## src/rtl/chacha_ks_arbiter_if.sv

```systemverilog
// Requester-side bus of chacha_ks_arbiter.
// Carries the per-channel block requests and acks, the counter write port
// and the returned keystream block.
// master: the UART byte-buffer side. slave: the arbiter.
interface chacha_ks_arbiter_if;
  logic         req0;
  logic         req1;
  logic         ack0;
  logic         ack1;
  logic         ctr_wr;
  logic         ctr_wr_ch;
  logic [63:0]  ctr_wr_data;
  logic [511:0] ks_out;
  logic         ks_ch;
  logic         ks_valid;

  modport master (
    output req0, req1, ctr_wr, ctr_wr_ch, ctr_wr_data,
    input  ack0, ack1, ks_out, ks_ch, ks_valid
  );

  modport slave (
    input  req0, req1, ctr_wr, ctr_wr_ch, ctr_wr_data,
    output ack0, ack1, ks_out, ks_ch, ks_valid
  );
endinterface

```

## src/rtl/chacha_ks_arbiter.sv

```systemverilog
// Round-robin scheduler that shares one chacha_core between two keystream
// requesters. It keeps a 64-bit block counter per channel, drives the
// core's init and ctr inputs, and returns each captured 512-bit block to
// the granted channel with a one-cycle ack.
// Optional build macro CHACHA_ARB_TIMEOUT_EN: abort S_WAIT after
// TIMEOUT_CYC cycles and raise the sticky err flag.
module chacha_ks_arbiter #(
  parameter int unsigned TIMEOUT_CYC = 1023
) (
  input  logic                    clk,
  input  logic                    rst,
  chacha_ks_arbiter_if.slave      ks_bus,
  output logic                    core_init,
  output logic                    core_next,
  output logic [63:0]             core_ctr,
  input  logic                    core_ready,
  input  logic [511:0]            core_data_out,
  input  logic                    core_data_out_valid,
  output logic                    err
);

  typedef enum logic [1:0] {S_IDLE, S_INIT, S_WAIT, S_DONE} state_t;

  state_t       state_q, state_d;
  logic         gnt_q;
  logic         last_gnt_q;
  logic [63:0]  ctr_q [2];
  logic [63:0]  core_ctr_q;
  logic [511:0] ks_out_q;
  logic         ks_ch_q;
  logic         seen_low_q;
  logic         pick;
  logic         grant;
  logic         capture;
  logic         timeout;
  logic         ack0_c, ack1_c, ks_valid_c;

  // Channel selection and capture qualification
  always_comb begin
    pick    = (ks_bus.req0 && ks_bus.req1) ? ~last_gnt_q : ks_bus.req1;
    grant   = core_ready && (ks_bus.req0 || ks_bus.req1);
    capture = (state_q == S_WAIT) && core_data_out_valid && seen_low_q;
  end

  // State register
  always_ff @(posedge clk) begin
    if (rst) state_q <= S_IDLE;
    else     state_q <= state_d;
  end

  // Next-state and one-cycle strobes
  always_comb begin
    state_d    = state_q;
    core_init  = 1'b0;
    ks_valid_c = 1'b0;
    ack0_c     = 1'b0;
    ack1_c     = 1'b0;
    unique case (state_q)
      S_IDLE: if (grant) state_d = S_INIT;
      S_INIT: begin
        core_init = 1'b1;
        state_d   = S_WAIT;
      end
      S_WAIT: begin
        if (capture)      state_d = S_DONE;
        else if (timeout) state_d = S_IDLE;
      end
      S_DONE: begin
        ks_valid_c = 1'b1;
        ack0_c     = ~gnt_q;
        ack1_c     = gnt_q;
        state_d    = S_IDLE;
      end
      default: state_d = S_IDLE;
    endcase
  end

  // Grant, counters, stale-valid tracking and keystream capture
  always_ff @(posedge clk) begin
    if (rst) begin
      gnt_q      <= 1'b0;
      last_gnt_q <= 1'b1;
      ctr_q[0]   <= '0;
      ctr_q[1]   <= '0;
      core_ctr_q <= '0;
      ks_out_q   <= '0;
      ks_ch_q    <= 1'b0;
      seen_low_q <= 1'b0;
    end else begin
      if (state_q == S_IDLE && grant) begin
        gnt_q      <= pick;
        core_ctr_q <= ctr_q[pick];
      end
      if (state_q == S_INIT)
        seen_low_q <= 1'b0;
      else if (state_q == S_WAIT && !core_data_out_valid)
        seen_low_q <= 1'b1;
      if (capture) begin
        ks_out_q <= core_data_out;
        ks_ch_q  <= gnt_q;
      end
      if (state_q == S_DONE) begin
        ctr_q[gnt_q] <= ctr_q[gnt_q] + 64'd1;
        last_gnt_q   <= gnt_q;
      end
      if (timeout)
        last_gnt_q <= gnt_q;
      // Placed after the increment so a same-cycle write to that channel wins.
      if (ks_bus.ctr_wr)
        ctr_q[ks_bus.ctr_wr_ch] <= ks_bus.ctr_wr_data;
    end
  end

`ifdef CHACHA_ARB_TIMEOUT_EN
  localparam int unsigned WCW = $clog2(TIMEOUT_CYC + 1);

  logic [WCW-1:0] wait_cnt_q;
  logic           err_q;

  assign timeout = (state_q == S_WAIT) && !capture &&
                   (wait_cnt_q == WCW'(TIMEOUT_CYC - 1));
  assign err     = err_q;

  // Wait-cycle counter and sticky timeout flag
  always_ff @(posedge clk) begin
    if (rst) begin
      wait_cnt_q <= '0;
      err_q      <= 1'b0;
    end else begin
      if (state_q == S_INIT)      wait_cnt_q <= '0;
      else if (state_q == S_WAIT) wait_cnt_q <= wait_cnt_q + WCW'(1);
      if (timeout) err_q <= 1'b1;
    end
  end
`else
  assign timeout = 1'b0;
  assign err     = 1'b0;
`endif

  assign core_next       = 1'b0;
  assign core_ctr        = core_ctr_q;
  assign ks_bus.ks_out   = ks_out_q;
  assign ks_bus.ks_ch    = ks_ch_q;
  assign ks_bus.ks_valid = ks_valid_c;
  assign ks_bus.ack0     = ack0_c;
  assign ks_bus.ack1     = ack1_c;

endmodule
```

## src/flat_wrapper.sv

```systemverilog
// flat-port wrapper written by rule: the top's interface ports become plain ports
module chacha_ks_arbiter_flat 
#(
  parameter int unsigned TIMEOUT_CYC = 1023
)
  (clk, rst, core_init, core_next, core_ctr, core_ready, core_data_out, core_data_out_valid, err, ks_bus_req0, ks_bus_req1, ks_bus_ctr_wr, ks_bus_ctr_wr_ch, ks_bus_ctr_wr_data, ks_bus_ack0, ks_bus_ack1, ks_bus_ks_out, ks_bus_ks_ch, ks_bus_ks_valid);
  chacha_ks_arbiter_if ks_bus_i ();
  input  logic clk;
  input  logic rst;
  output logic core_init;
  output logic core_next;
  output logic [63:0] core_ctr;
  input  logic core_ready;
  input  logic [511:0] core_data_out;
  input  logic core_data_out_valid;
  output logic err;
  input wire logic [$bits(ks_bus_i.req0)-1:0] ks_bus_req0;
  input wire logic [$bits(ks_bus_i.req1)-1:0] ks_bus_req1;
  input wire logic [$bits(ks_bus_i.ctr_wr)-1:0] ks_bus_ctr_wr;
  input wire logic [$bits(ks_bus_i.ctr_wr_ch)-1:0] ks_bus_ctr_wr_ch;
  input wire logic [$bits(ks_bus_i.ctr_wr_data)-1:0] ks_bus_ctr_wr_data;
  output wire logic [$bits(ks_bus_i.ack0)-1:0] ks_bus_ack0;
  output wire logic [$bits(ks_bus_i.ack1)-1:0] ks_bus_ack1;
  output wire logic [$bits(ks_bus_i.ks_out)-1:0] ks_bus_ks_out;
  output wire logic [$bits(ks_bus_i.ks_ch)-1:0] ks_bus_ks_ch;
  output wire logic [$bits(ks_bus_i.ks_valid)-1:0] ks_bus_ks_valid;
  assign ks_bus_i.req0 = ks_bus_req0;
  assign ks_bus_i.req1 = ks_bus_req1;
  assign ks_bus_i.ctr_wr = ks_bus_ctr_wr;
  assign ks_bus_i.ctr_wr_ch = ks_bus_ctr_wr_ch;
  assign ks_bus_i.ctr_wr_data = ks_bus_ctr_wr_data;
  assign ks_bus_ack0 = ks_bus_i.ack0;
  assign ks_bus_ack1 = ks_bus_i.ack1;
  assign ks_bus_ks_out = ks_bus_i.ks_out;
  assign ks_bus_ks_ch = ks_bus_i.ks_ch;
  assign ks_bus_ks_valid = ks_bus_i.ks_valid;
  chacha_ks_arbiter #(.TIMEOUT_CYC(TIMEOUT_CYC)) u_core (.clk(clk), .rst(rst), .ks_bus(ks_bus_i), .core_init(core_init), .core_next(core_next), .core_ctr(core_ctr), .core_ready(core_ready), .core_data_out(core_data_out), .core_data_out_valid(core_data_out_valid), .err(err));
endmodule
```

## config.mk

```make
export PLATFORM = sky130hd
export DESIGN_NAME = chacha_ks_arbiter_flat
export DESIGN_NICKNAME = d
export VERILOG_FILES = /design/src/rtl/chacha_ks_arbiter_if.sv /design/src/rtl/chacha_ks_arbiter.sv /design/src/flat_wrapper.sv
export SDC_FILE = /design/constraint.sdc
export NUM_CORES = 1
export LEC_CHECK = 0
export BUFFER_PORTS_ARGS = -buffer_cell sky130_fd_sc_hd__buf_2
export CAP_MARGIN = 30
export CORE_AREA = 2 2 459 461
export CTS_CLUSTER_SIZE = 30
export DETAILED_ROUTE_END_ITERATION = 6
export DIE_AREA = 0 0 461 463
export GPL_TIMING_DRIVEN = 0
export HOLD_SLACK_MARGIN = 0.06
export PLACE_DENSITY = 0.3
export SKIP_CTS_REPAIR_TIMING = 1
export SYNTH_ARGS = -nofsm -noshare
export SYNTH_HDL_FRONTEND = slang
export SYNTH_SLANG_ARGS = --single-unit
```

## constraint.sdc

```tcl
create_clock -name clk -period 4.8 [get_ports clk]
set_clock_uncertainty 0.1 [all_clocks]
set_input_delay 0.24 -clock clk [delete_from_list [all_inputs] [get_ports clk]]
set_output_delay 0.24 -clock clk [all_outputs]
set_load 0.005 [all_outputs]
```

# == Word-level counts from Yosys, hierarchy flattened ==
# Memories as Yosys holds them, arrays and structs flattened. A register that Yosys moved wholly into a read port is not among the register bits.
# Index checks and enable logic that the tools add are counted.
# totals
mem_bits_rw,128
latchBits,0
out_inout_bits,583
memories,1
regBits,518
rom_bits,0
# classes
div,0
n_bitwise,2
eq_ne,5
muxes,23
n_reduce_logical,13
add_sub_neg,1
n_lt_le_gt_ge,0
n_mul,0
shift,0
# mem_list
memory,depth,width,rd,rd_clocked_by_memory_dff,write_ports,line,text
u_core.ctr_q,2,64,2,2,2,chacha_ks_arbiter.sv:27,logic [63:0] ctr_q [2];
# op_table
cell,n
$mux 64,2
$reduce_or 64->1,2
$add 64x1->64 const B,1
$mux 1,18
$pmux 2 s4,1
$logic_and 1x1->1,6
$eq 2x2->1 const B,2
$mux 2,2
$ne 2x1->1 const B,2
$eq 2x1->1 const B,1
$logic_not 2->1,1
$not 1->1,2
$reduce_and 2->1,1
$reduce_or 2->1,1
$logic_not 1->1,1
$logic_or 1x1->1,1

# == Depth between registers and ports, before layout ==
# logic_depth
ltp_word,6
depth_mapped,16
ltp_nobuf,9

# == Worst setup path after synthesis ==
# OpenSTA, ideal clock, no wires.
# synth_path
path_kind,register -> register
from,register with a tool-made name
to,memory u_core.ctr_q[0][62] (data pin)
t_arrival_ps,3021
path_stages_with_launch,16
setup_time_ps,254
setup_slack_ps,1425
path_buffers,6
period_less_slack_ps,3375
required_ps,4446
cell_sequence,dfxtp_1 > buf_6 > buf_6 > buf_2 > buf_2 > buf_2 > buf_2 > mux2i_1 > inv_1 > ha_1 > inv_1 > a211oi_2 > nand4_2 > nor4_4 > mux2i_1 > a21o_1
# synth_lines
element,line
"end, declared",chacha_ks_arbiter.sv:27

==> results.py <==
metrics = {
    "layout": {
        "n_fill_cell": 23400,
        "utilization_pct": 23.1,
        "area_growth_pct": 64.0,
        "final_net_count": 5831,
        "layout-drive-gt1-share_pct": 26.6,
        "final_cells": 8147,
    },
    "clocking": {
        "cts.sinks": 711,
        "cts-root-buf": "clkbuf_16",
        "cts_tree": "yes",
        "cts.clk_slew.worst_paths_ps": 60,
        "clock_latency_ps": 740,
        "cts_buffer_depth": 3,
        "cts_htree_levels": 3,
        "numCtsBuffers": 98,
    },
    "yosys": {
        "syn_area_per_cell_um2": 8.68,
        "async_flop_share_pct": 0,
        "yosysWarnings": 0,
        "ys.flop_type": "dfxtp_1",
        "ys_seq_area_share_pct": 52.9,
        "yosysTopAreaCellShare_pct": 39.8,
        "synth_edf_count": 128,
        "synth_commonest_cells": "1,115 x nand2_1, 583 x dfxtp_1, 526 x a21oi_1",
        "synth_top_area_cell": "dfxtp_1",
        "synth.area.top_cells": "dfxtp_1 40%, nand2_1 14%, edfxtp_1 13%",
        "synth_seq_cells": 711,
        "synth.distinct_cells": 52,
        "synth_cells": 3380,
        "synth.most_common_cell": "nand2_1",
        "syn-cell-area_mm2": 0.0293,
    },
    "drt": {
        "detail-route-antenna-nets": 0,
        "drt-initial-drc-count": 2208,
        "routed_wl_um": 210000,
        "avgViaCountPerCell": 4.03,
        "drcViolationCount": 0,
        "num_vias": 32800,
        "wl_per_cell_um": 25.7,
        "dr.pass1.iters": 6,
    },
    "hold_path": {
        "hold_end": "u_core.state_q[0]$_SDFFE_PP0P_",
        "whs_path_depth": 4,
        "hold_class": "input pin to flop",
        "min-delay-start": "ks_bus_req0",
    },
    "floorplanning": {
        "die_y_um": 463,
        "fp-row-count": 168,
        "core_area_mm2": 0.209,
        "ios": 1167,
        "start_util_pct": 14.1,
        "dieArea_mm2": 0.213,
        "die_w_um": 461,
    },
    "worst_setup_path": {
        "max_stage_delay_ps": 440,
        "worstSetupPathType": "flop to flop",
        "r2r-end": "u_core.ctr_q[1][44]$_DFFE_PP_",
        "startpoint_type": "flop",
        "r2r_setup_slack_ps": 260,
        "worstSetupEndpointType": "flop",
        "required_ps": 5210,
        "crit_slowest_cell": "nor4_2",
        "crit_arrival_ps": 4950,
        "crit_fanout": 19,
        "cp_top_family": "buffers and inverters",
        "r2r_cells": 15,
        "path_buf_inv": 8,
        "crit_chain": "buf_6, buf_6, clkbuf_4, buf_2, clkbuf_4, mux2i_1, inv_1, ha_1, inv_1, a211oi_2, nand3_2, buf_2, nor4_2, xnor2_1, a22o_1",
    },
    "pwr": {
        "p_leak_nw": 18.9,
        "power_mw": 16.6,
        "ir_drop_mv": 0.270,
        "power_frac_comb_pct": 15.2,
        "clkPwrFrac_pct": 44.8,
        "p_int_mw": 11.7,
        "powerDensity_mw_per_mm2": 346,
        "swShare_pct": 29.5,
        "seqPwrFrac_pct": 40.0,
        "p_switching_mw": 4.91,
    },
    "sta": {
        "max_freq_ghz": 0.220,
        "worstMarginPinSlew_ps": 994,
        "slew_headroom_pct": 33.7,
        "slew_violations": 0,
        "hold_viol_final": 0,
        "finalWorstSetupSlack_ps": 256,
        "min_period_ps": 4540,
        "finalCritPeriodShare_pct": 94.7,
        "setup_viol_count_final": 0,
    },
    "place": {
        "preCtsSetupSlack_ps": -475,
        "numPortBuffers": 1164,
        "placed_cells": 7365,
        "place.gp.congestion": 0.927,
        "hpwl_um": 171000,
    },
    "global_route": {
        "grt_max_degree": 44,
        "first_global_vias": 29800,
        "grt_usage_pct": 18.6,
        "grt_overflow": 0,
        "antenna_found_initial": 44,
        "grt_pass1_wl_um": 272000,
    },
    "job": {
        "max-cap-violations": 0,
    },
    "outcome": {
        "status": "finished, final reports clean",
    },
}
-- layout make-up --
class                      instances  area [µm²]  share of cell area (%)
timing repair buffer            1761       11900                    24.8
clock buffer                     154        2900                    6.04
antenna                           20        50.0                   0.104
buffer                           252        1050                    2.19
tap                             2805        3510                    7.30
clock inverter                    27         299                   0.622
inverter                          10        37.5                  0.0780
multi-input combinational       2407       12800                    26.6
sequential                       711       15500                    32.3
-- state kept, by name (all words and copies together) (netlist names), named ones only --
name,flops
u_core.ks_bus.ks_out,512
u_core.state_q,2
u_core.last_gnt_q,1
u_core.ks_bus.ks_ch,1
u_core.ctr_q,128
u_core.gnt_q,1
u_core.seen_low_q,1
u_core.core_ctr,64
-- power groups by stage --
stage               combinational [mW]  clock [mW]  sequential [mW]
finish                            2.53        7.46             6.66
global route                      2.74        7.94             6.70
CTS                               2.15        7.73             6.66
detailed placement                2.14           0             6.79
global placement                  2.09           0             6.80
floorplan                        0.941           0             6.72
-- metrics by stage --
| stage | hold slack, ps | instance area, µm² | setup TNS [ps] |
|---|---|---|---|
| floorplan | 276 | 29300 | 0 |
| global placement | 339 | 38700 | -50630 |
| detailed placement | 343 | 39000 | -9120 |
| CTS | -483 | 42200 | -10470 |
| global route | 86.2 | 48100 | -9.20 |
| finish | 51.0 | 48100 | 0 |
-- worst register-to-register path, stage by stage (launching register included) --
cell      delay (ps)
dfxtp_1          330
buf_6            180
buf_6            270
clkbuf_4         370
buf_2            340
clkbuf_4         370
mux2i_1          120
inv_1            110
ha_1             210
inv_1            110
a211oi_2         340
nand3_2          280
buf_2            330
nor4_2           440
xnor2_1          190
a22o_1           230
-- cell usage in the layout, fill, tap and decap left out, drive strengths merged, types with 3 or more instances in the layout --
| master | instances |
|---|---|
| buf | 1222 |
| nand2 | 1117 |
| dfxtp | 583 |
| dlygate4sd3 | 578 |
| a21oi | 527 |
| clkbuf | 367 |
| mux2i | 135 |
| edfxtp | 128 |
| a22o | 92 |
| nand3 | 88 |
| nor2 | 82 |
| a211oi | 72 |
| xnor2 | 42 |
| nand4 | 42 |
| nand3b | 38 |
| a22oi | 31 |
| nor4 | 25 |
| o21ai | 24 |
| diode | 20 |
| clkinv | 20 |
| nor3 | 15 |
| or3 | 14 |
| inv | 14 |
| xor2 | 11 |
| nand4b | 9 |
| a222oi | 6 |
| ha | 6 |
| mux2 | 5 |
| a21o | 5 |
| nand2b | 3 |
| and3 | 3 |
-- worst max-delay path by stage --
stage / start / endpoint / slack, ps / cells after the start
6_report: flop / u_core.ctr_q[1][44]$_DFFE_PP_ / 260 / 15
5_1_grt: flop / u_core.ctr_q[1][44]$_DFFE_PP_ / -9 / 15
4_1_cts: flop / u_core.ctr_q[1][60]$_DFFE_PP_ / -500 / 15
3_5_place_dp: flop / u_core.ctr_q[1][60]$_DFFE_PP_ / -480 / 15
3_3_place_gp: rst / u_core.ctr_q[1][38]$_DFFE_PP_ / -660 / 5
2_1_floorplan: flop / u_core.ctr_q[0][62]$_DFFE_PP_ / 1430 / 15
-- metal layers --
layer  vias up  wire [µm]  GRT usage, %
li1      15400          -             -
met5         -         26             0
met1     15900      90400          23.4
met2      1266      95300          29.8
met3       206      18800          6.59
met4         6       4980          4.95
-- cell families after synthesis --
kind of cell	synth area share [%]
buffers and inverters	3.71
XOR/XNOR	1.58
flip-flops	52.9
adder cells (fa/ha/maj)	0.256
multiplexers	4.80
other	0.0128
AND/OR/NAND/NOR	21.2
AO/OA/AOI/OAI	15.5
Power figures use the tool's default switching activity.
